**src/rtl/register_file.sv**
```systemverilog
// register_file: 32-entry GPR file with write-first bypass, debug port and saturating commit counter
module register_file #(
    parameter int DATA_WIDTH = 32,
    parameter int ADDR_WIDTH = 5,
    parameter int NUM_REGS   = 32,
    parameter int CNT_WIDTH  = 16
) (
    input  logic                  clk,
    input  logic                  rst_n,
    input  logic                  we,
    input  logic [ADDR_WIDTH-1:0] wa,
    input  logic [DATA_WIDTH-1:0] wd,
    input  logic [ADDR_WIDTH-1:0] ra1,
    input  logic [ADDR_WIDTH-1:0] ra2,
    output logic [DATA_WIDTH-1:0] rd1,
    output logic [DATA_WIDTH-1:0] rd2,
    input  logic [ADDR_WIDTH-1:0] dbg_ra,
    output logic [DATA_WIDTH-1:0] dbg_rd,
    output logic [CNT_WIDTH-1:0]  commit_cnt
);

    logic [DATA_WIDTH-1:0] regs [NUM_REGS];
    logic                  commit;
    logic                  hit1;
    logic                  hit2;

    assign commit = we && (wa != '0);

    // Storage: register 0 is never written, so it stays at its reset value of 0
    always_ff @(posedge clk or negedge rst_n) begin
        if (!rst_n) begin
            for (int i = 0; i < NUM_REGS; i++) regs[i] <= '0;
        end else if (commit) begin
            regs[wa] <= wd;
        end
    end

    // Commit counter holds at all-ones instead of wrapping
    always_ff @(posedge clk or negedge rst_n) begin
        if (!rst_n) commit_cnt <= '0;
        else if (commit && !(&commit_cnt)) commit_cnt <= commit_cnt + CNT_WIDTH'(1);
    end

    // Read ports: bypass the in-flight write, but never while reset holds the file at 0
    always_comb begin
        hit1   = rst_n && commit && (wa == ra1);
        hit2   = rst_n && commit && (wa == ra2);
        rd1    = (ra1 == '0) ? '0 : hit1 ? wd : regs[ra1];
        rd2    = (ra2 == '0) ? '0 : hit2 ? wd : regs[ra2];
        dbg_rd = regs[dbg_ra];
    end

endmodule
```
**config.mk**
```make
export PLATFORM = sky130hd
export DESIGN_NAME = register_file
export DESIGN_NICKNAME = d
export VERILOG_FILES = /design/src/rtl/register_file.sv
export SDC_FILE = /design/constraint.sdc
export NUM_CORES = 2
export LEC_CHECK = 0
export CAP_MARGIN = 20
export CORE_MARGIN = 4
export CORE_UTILIZATION = 45
export CTS_CLUSTER_DIAMETER = 30
export DETAILED_ROUTE_END_ITERATION = 16
export GPL_TIMING_DRIVEN = 0
export HOLD_SLACK_MARGIN = 0.15
export PLACE_DENSITY = 0.59
export RECOVER_POWER = 25
export SKIP_LAST_GASP = 1
export SYNTH_ARGS = -nofsm -noshare
export SYNTH_HDL_FRONTEND = slang
export SYNTH_SLANG_ARGS = --single-unit
```
**constraint.sdc**
```tcl
create_clock -name clk -period 4.2 [get_ports clk]
set_input_delay 0.84 -clock clk [delete_from_list [all_inputs] [get_ports clk]]
set_output_delay 0.84 -clock clk [all_outputs]
set_load 0.05 [all_outputs]
```
Yosys cells after proc, flatten, opt, wreduce, memory -nomap -nowiden
Index checks and enable logic that the tools add are counted.

Add/sub/neg operators: 1. Eq/ne operators: 2. Order comparisons: 5. Muxes and demuxes: 16. Reductions and logical operators: 11. Bitwise logic cells: 4.

Operator list (number): 1024-bit bitwise mux (1); 32-bit binary-select mux with 5-bit select (3); 32-bit two-way mux (11); 32-bit demux with 5-bit select (1); 6-bit greater-or-equal comparator (second input constant) (4); 5-bit NOT with 6-bit output (4); 16-bit by 1-bit adder with 16-bit output (second input constant) (1); 16-bit AND reduction (1); 5-bit equality test (2); 5-bit zero test (2); 1-bit logical AND (6); 6-bit by 1-bit less-than comparator with 1-bit output (second input constant) (1); 5-bit nonzero test (1); 1-bit zero test (1).

Output and inout bits: 112. Flip-flop bits (word level): 1040. Bits of input ports: 55.

Depth between registers and ports, before layout
Word-level depth: 6. Gate-level depth with buffers: 9.

Least setup slack after synthesis
Ideal clock, no wire load.

Path kind: in2out. Start point: input port ra1[0]. End point: output port rd1[19]. Required time: 3360 ps. Arrival time: 3303 ps. Path buffers: 5. Path slack: 57 ps. Stages: 9. Cells stage by stage: buf_2 buf_2 buf_4 buf_4 buf_4 mux2i_1 a221oi_1 a211oi_1 nor3_1.

Longest elaborated chain between the ends: 6. Elaborated cells between the ends (all ways): 9.

Ends and longest elaborated chain: start: declaration (RTL line 13) `input logic [ADDR_WIDTH-1:0] ra1,`; 5-bit NOT with 6-bit output (not written as such) (RTL line 48) `rd1 = (ra1 == '0) ? '0 : hit1 ? wd : regs[ra1];`; 32-bit binary-select mux with 5-bit select (RTL line 48); 32-bit two-way mux (not written as such) (2 in series) (RTL line 48); 32-bit two-way mux (RTL line 48); 32-bit two-way mux (*) (RTL line 48); end: declaration (RTL line 15) `output logic [DATA_WIDTH-1:0] rd1,`.

Every way passes the cells marked *; elsewhere a longest branch is shown, timed or not. The select of a mux whose other input is x is not followed.

Worst setup path after layout
Start point: input port ra1[1]. End point: output port rd1[11].

Same word-level chain as after synthesis.

==> key figures <==
Status
  – Status: complete, but fails checks
  – Failing checks: capacitance limit, slew limit, setup timing

Critical path
  – CP Max Fanout: 10
  – Cell family with most CP delay: buffers and inverters
  – Worst path max stage delay: 0.43 ns
  – Worst Reg-to-Reg Cells: 5
  – Crit path DAT: 3.58 ns
  – CP Launch Point: ra1[1]
  – Slowest-stage cell, CP: nor2_1
  – Crit Path Class: input pin to output port
  – Worst path bufs/invs: 4
  – CP Data Required Time: 3.36 ns
  – Reg2reg setup slack: 2.00 ns
  – CP endpoint kind: output port
  – Crit path cell chain: buf_4 > buf_4 > buf_6 > mux4_2 > o22ai_1 > nor2_1 > a211oi_2 > nor3_2 > clkbuf_4
  – Worst reg2reg path endpoint: commit_cnt[9]
  – FF-to-FF Start: commit_cnt[4]
  – Crit path launch type: input pin
  – CP dominant cell by count: buf_4

STA
  – Final hold vios: 0
  – Fin crit share: 105%
  – Max-slew violation count: 732
  – Slack of the critical path: -0.221 ns
  – Worst hold slack: 0.498 ns
  – Final Setup Violations: 67
  – F_max: 226 MHz
  – Clock skew: 0.0191 ns
  – Worst-Margin Slew: 2.35 ns
  – Rel. slew slack: -56.5%
  – RSZ-0062 raised after global routing: yes
  – Minimum clock period: 4.42 ns

Synth
  – Top-area cell type share of the netlist area: 41.3%
  – Synth Area in Compound Gates: 4.30%
  – FF+latch count, synth: 1040
  – Main combinational cell family by area after synthesis: multiplexers
  – Syn_area_per_cell: 15.0 um^2
  – EDFF count, synth: 0
  – Syn Inst Count: 4196
  – Post-synthesis xor/xnor area fraction: 0.347%
  – Synthesized area: 0.0630 mm^2
  – Synth cell types: 51
  – Adder-cell share of the synthesized area: 0.0198%
  – Mux contribution to synthesized area: 48.6%
  – Asr flop ratio synth: 100%
  – Simple-gate area share of the yosys netlist: 2.03%
  – Ys flop type: dfrtp_1
  – Yosys warns: 0
  – Post-Syn Nets: 4252
  – Area contributors post-synth: dfrtp_1 41%, mux4_2 27%, mux2_2 19%
  – Area leader, netlist: dfrtp_1
  – Seq/Total Area, Yosys: 41.3%

Drt
  – DRC: 0
  – Antenna Violating Nets Remaining: 0
  – Total Wirelength: 295 mm
  – Vias: 49100
  – Vias per cell: 7.20
  – DRT Pass-1 Iters: 7
  – 1st-iter DRT viols: 7708
  – Drt wl/cell: 43.2 um

Floorplanning
  – Die Height: 382 um
  – Core area: 0.139 mm^2
  – Row count: 137
  – Initial Util: 45.2%
  – Die width: 382 um
  – I/O pin total: 167
  – Total die area: 0.146 mm^2

Clock tree
  – CTS Root Cell: clkbuf_16
  – Worst-path clk slew: 0.04 ns
  – Max H-tree Level: 5
  – TritonCTS Buffers: 309
  – Sink Count: 1040
  – Clk_lat worst skew: 0.92 ns
  – Max clock buf depth: 4
  – CTS tree: done

GRT
  – GR Util met2: 53.1%
  – Global-route usage over all layers: 39.9%
  – Initial antenna violation count: 18
  – Met1 Track Usage GR: 51.0%
  – Pin count of the biggest net entering global routing: 168
  – First-pass GRT wire length: 400 mm
  – Routing usage on met3: 23.3%
  – GRT overflow: 0
  – Gr busiest metal: met2
  – Vias in the first global route: 48200

Final layout
  – Nets: 4782
  – Fill count: 11100
  – Most frequent cells in the layout: 1081 x mux2_2, 1040 x dfrtp_1, 745 x mux4_2
  – Area grow syn2layout: 27.0%
  – Util after Layout: 57.4%
  – Most common cell after layout, fill and taps aside: mux2_2
  – Share of cells above drive strength 1: 58.5%

Placed design
  – Placer congestion estimate: 1.04
  – DP HPWL: 215 mm
  – I/O Buffers: 154

Power and ir drop
  – Power density cells: 600 mW/mm^2
  – Maximum vdd ir drop: 0.000440 V
  – LEAKAGE: 0.0338 uW

Flow run
  – Max-cap viol count: 7

Min path
  – HP Start: commit_cnt[13]
  – Min-Delay Path Class: flip-flop to flip-flop
  – Hold endpoint: commit_cnt[13]
  – Worst Hold Depth: 1
==> where the power goes <==
part           total [uW]  internal (uW)  switching [uW]  leakage, uW
clock network       23400          16700            6770      0.00509
registers           14100          12000            2090       0.0133
logic               10500           5140            5400       0.0154
==> metal layers <==
metal,wire (um),share of wire (%),vias to the layer above
li1,-,-,18000
met1,108000,37,26100
met2,119000,40,4086
met3,48900,17,905
met4,18700,6.3,6
met5,221,0.075,-
==> through the flow <==
stage / instances / power, uW / setup slack [ns] / setup TNS [ns] / instance area, um^2
CTS: 6802 / 47400 / -0.101 / -1.06 / 79800
floorplan: 4196 / 19900 / 0.0566 / 0 / 63000
finish: 6829 / 48000 / -0.221 / -3.18 / 80000
global route: 6817 / 49100 / -0.0825 / -0.287 / 80000
global placement: 6226 / 23600 / -54.26 / - / 66900
detailed placement: 6267 / 23800 / -2.43 / -167.68 / 67600
==> worst max path at each step <==
| stage | to | slack (ns) | cells past startpoint |
|---|---|---|---|
| global route | rd1[4] | -0.08 | 10 |
| CTS | dbg_rd[24] | -0.10 | 7 |
| floorplan | rd1[19] | 0.06 | 9 |
| global placement | rd1[4] | -54.26 | 6 |
| detailed placement | rd1[4] | -2.43 | 10 |
| finish | rd1[11] | -0.22 | 9 |
==> cell type report <==
type	instances	area [um^2]	share of cell area [%]
antenna	15	37.5	0.0469
timing repair buffer	224	2230	2.79
multi-input combinational	2649	35600	44.5
inverter	1	3.75	0.00469
sequential	1040	26000	32.5
clock buffer	418	8780	11.0
clock inverter	105	1540	1.93
buffer	501	3430	4.29
tap	1876	2350	2.93
==> what timing repair did <==
item                                    CTS  global route
pin swaps                                13            18
buffers inserted                          8             8
hold buffers                              6             0
setup endpoints to repair                96            87
gates resized for setup                1076           131
endpoints found under the hold margin   155             0
cloned                                    3             1
==> registers in the layout, summed over array words and instances, names as in the netlist <==
register,cells
commit_cnt,16
regs,1024
==> logic make-up after synthesis <==
group / count (synthesis)
AOI/OAI and AO/OA: 350
buffers and inverters: 507
adders and majority gates: 1
xor gates and xnor gates: 25
muxes: 1991
and+or+nand+nor: 282
DFF: 1040
==> synthesized netlist by cell type (2+ instances only) <==
cell and n:
nand3_1 12, o211ai_1 22, a21oi_1 13, mux2_2 1081
o22a_1 22, nor2_1 126, nor2b_1 3, a211oi_1 32
or3b_2 3, or2_2 4, and3_1 4, xnor2_1 9
xor2_1 16, o221ai_1 51, mux2i_1 157, nand2_1 50
o21ai_0 9, mux2_1 8, nor3_1 49, o311a_1 22
nor3b_1 5, a311oi_1 3, nand2b_1 5, nand4_1 5
o22ai_1 105, mux4_2 745, a32o_1 31, and4_1 2
a221oi_1 31, buf_1 71, nand3b_1 8, nor4_1 3
buf_2 113, dfrtp_1 1040, buf_6 2, buf_4 33
clkbuf_1 287
No activity file was read; power rests on OpenSTA's default activity.
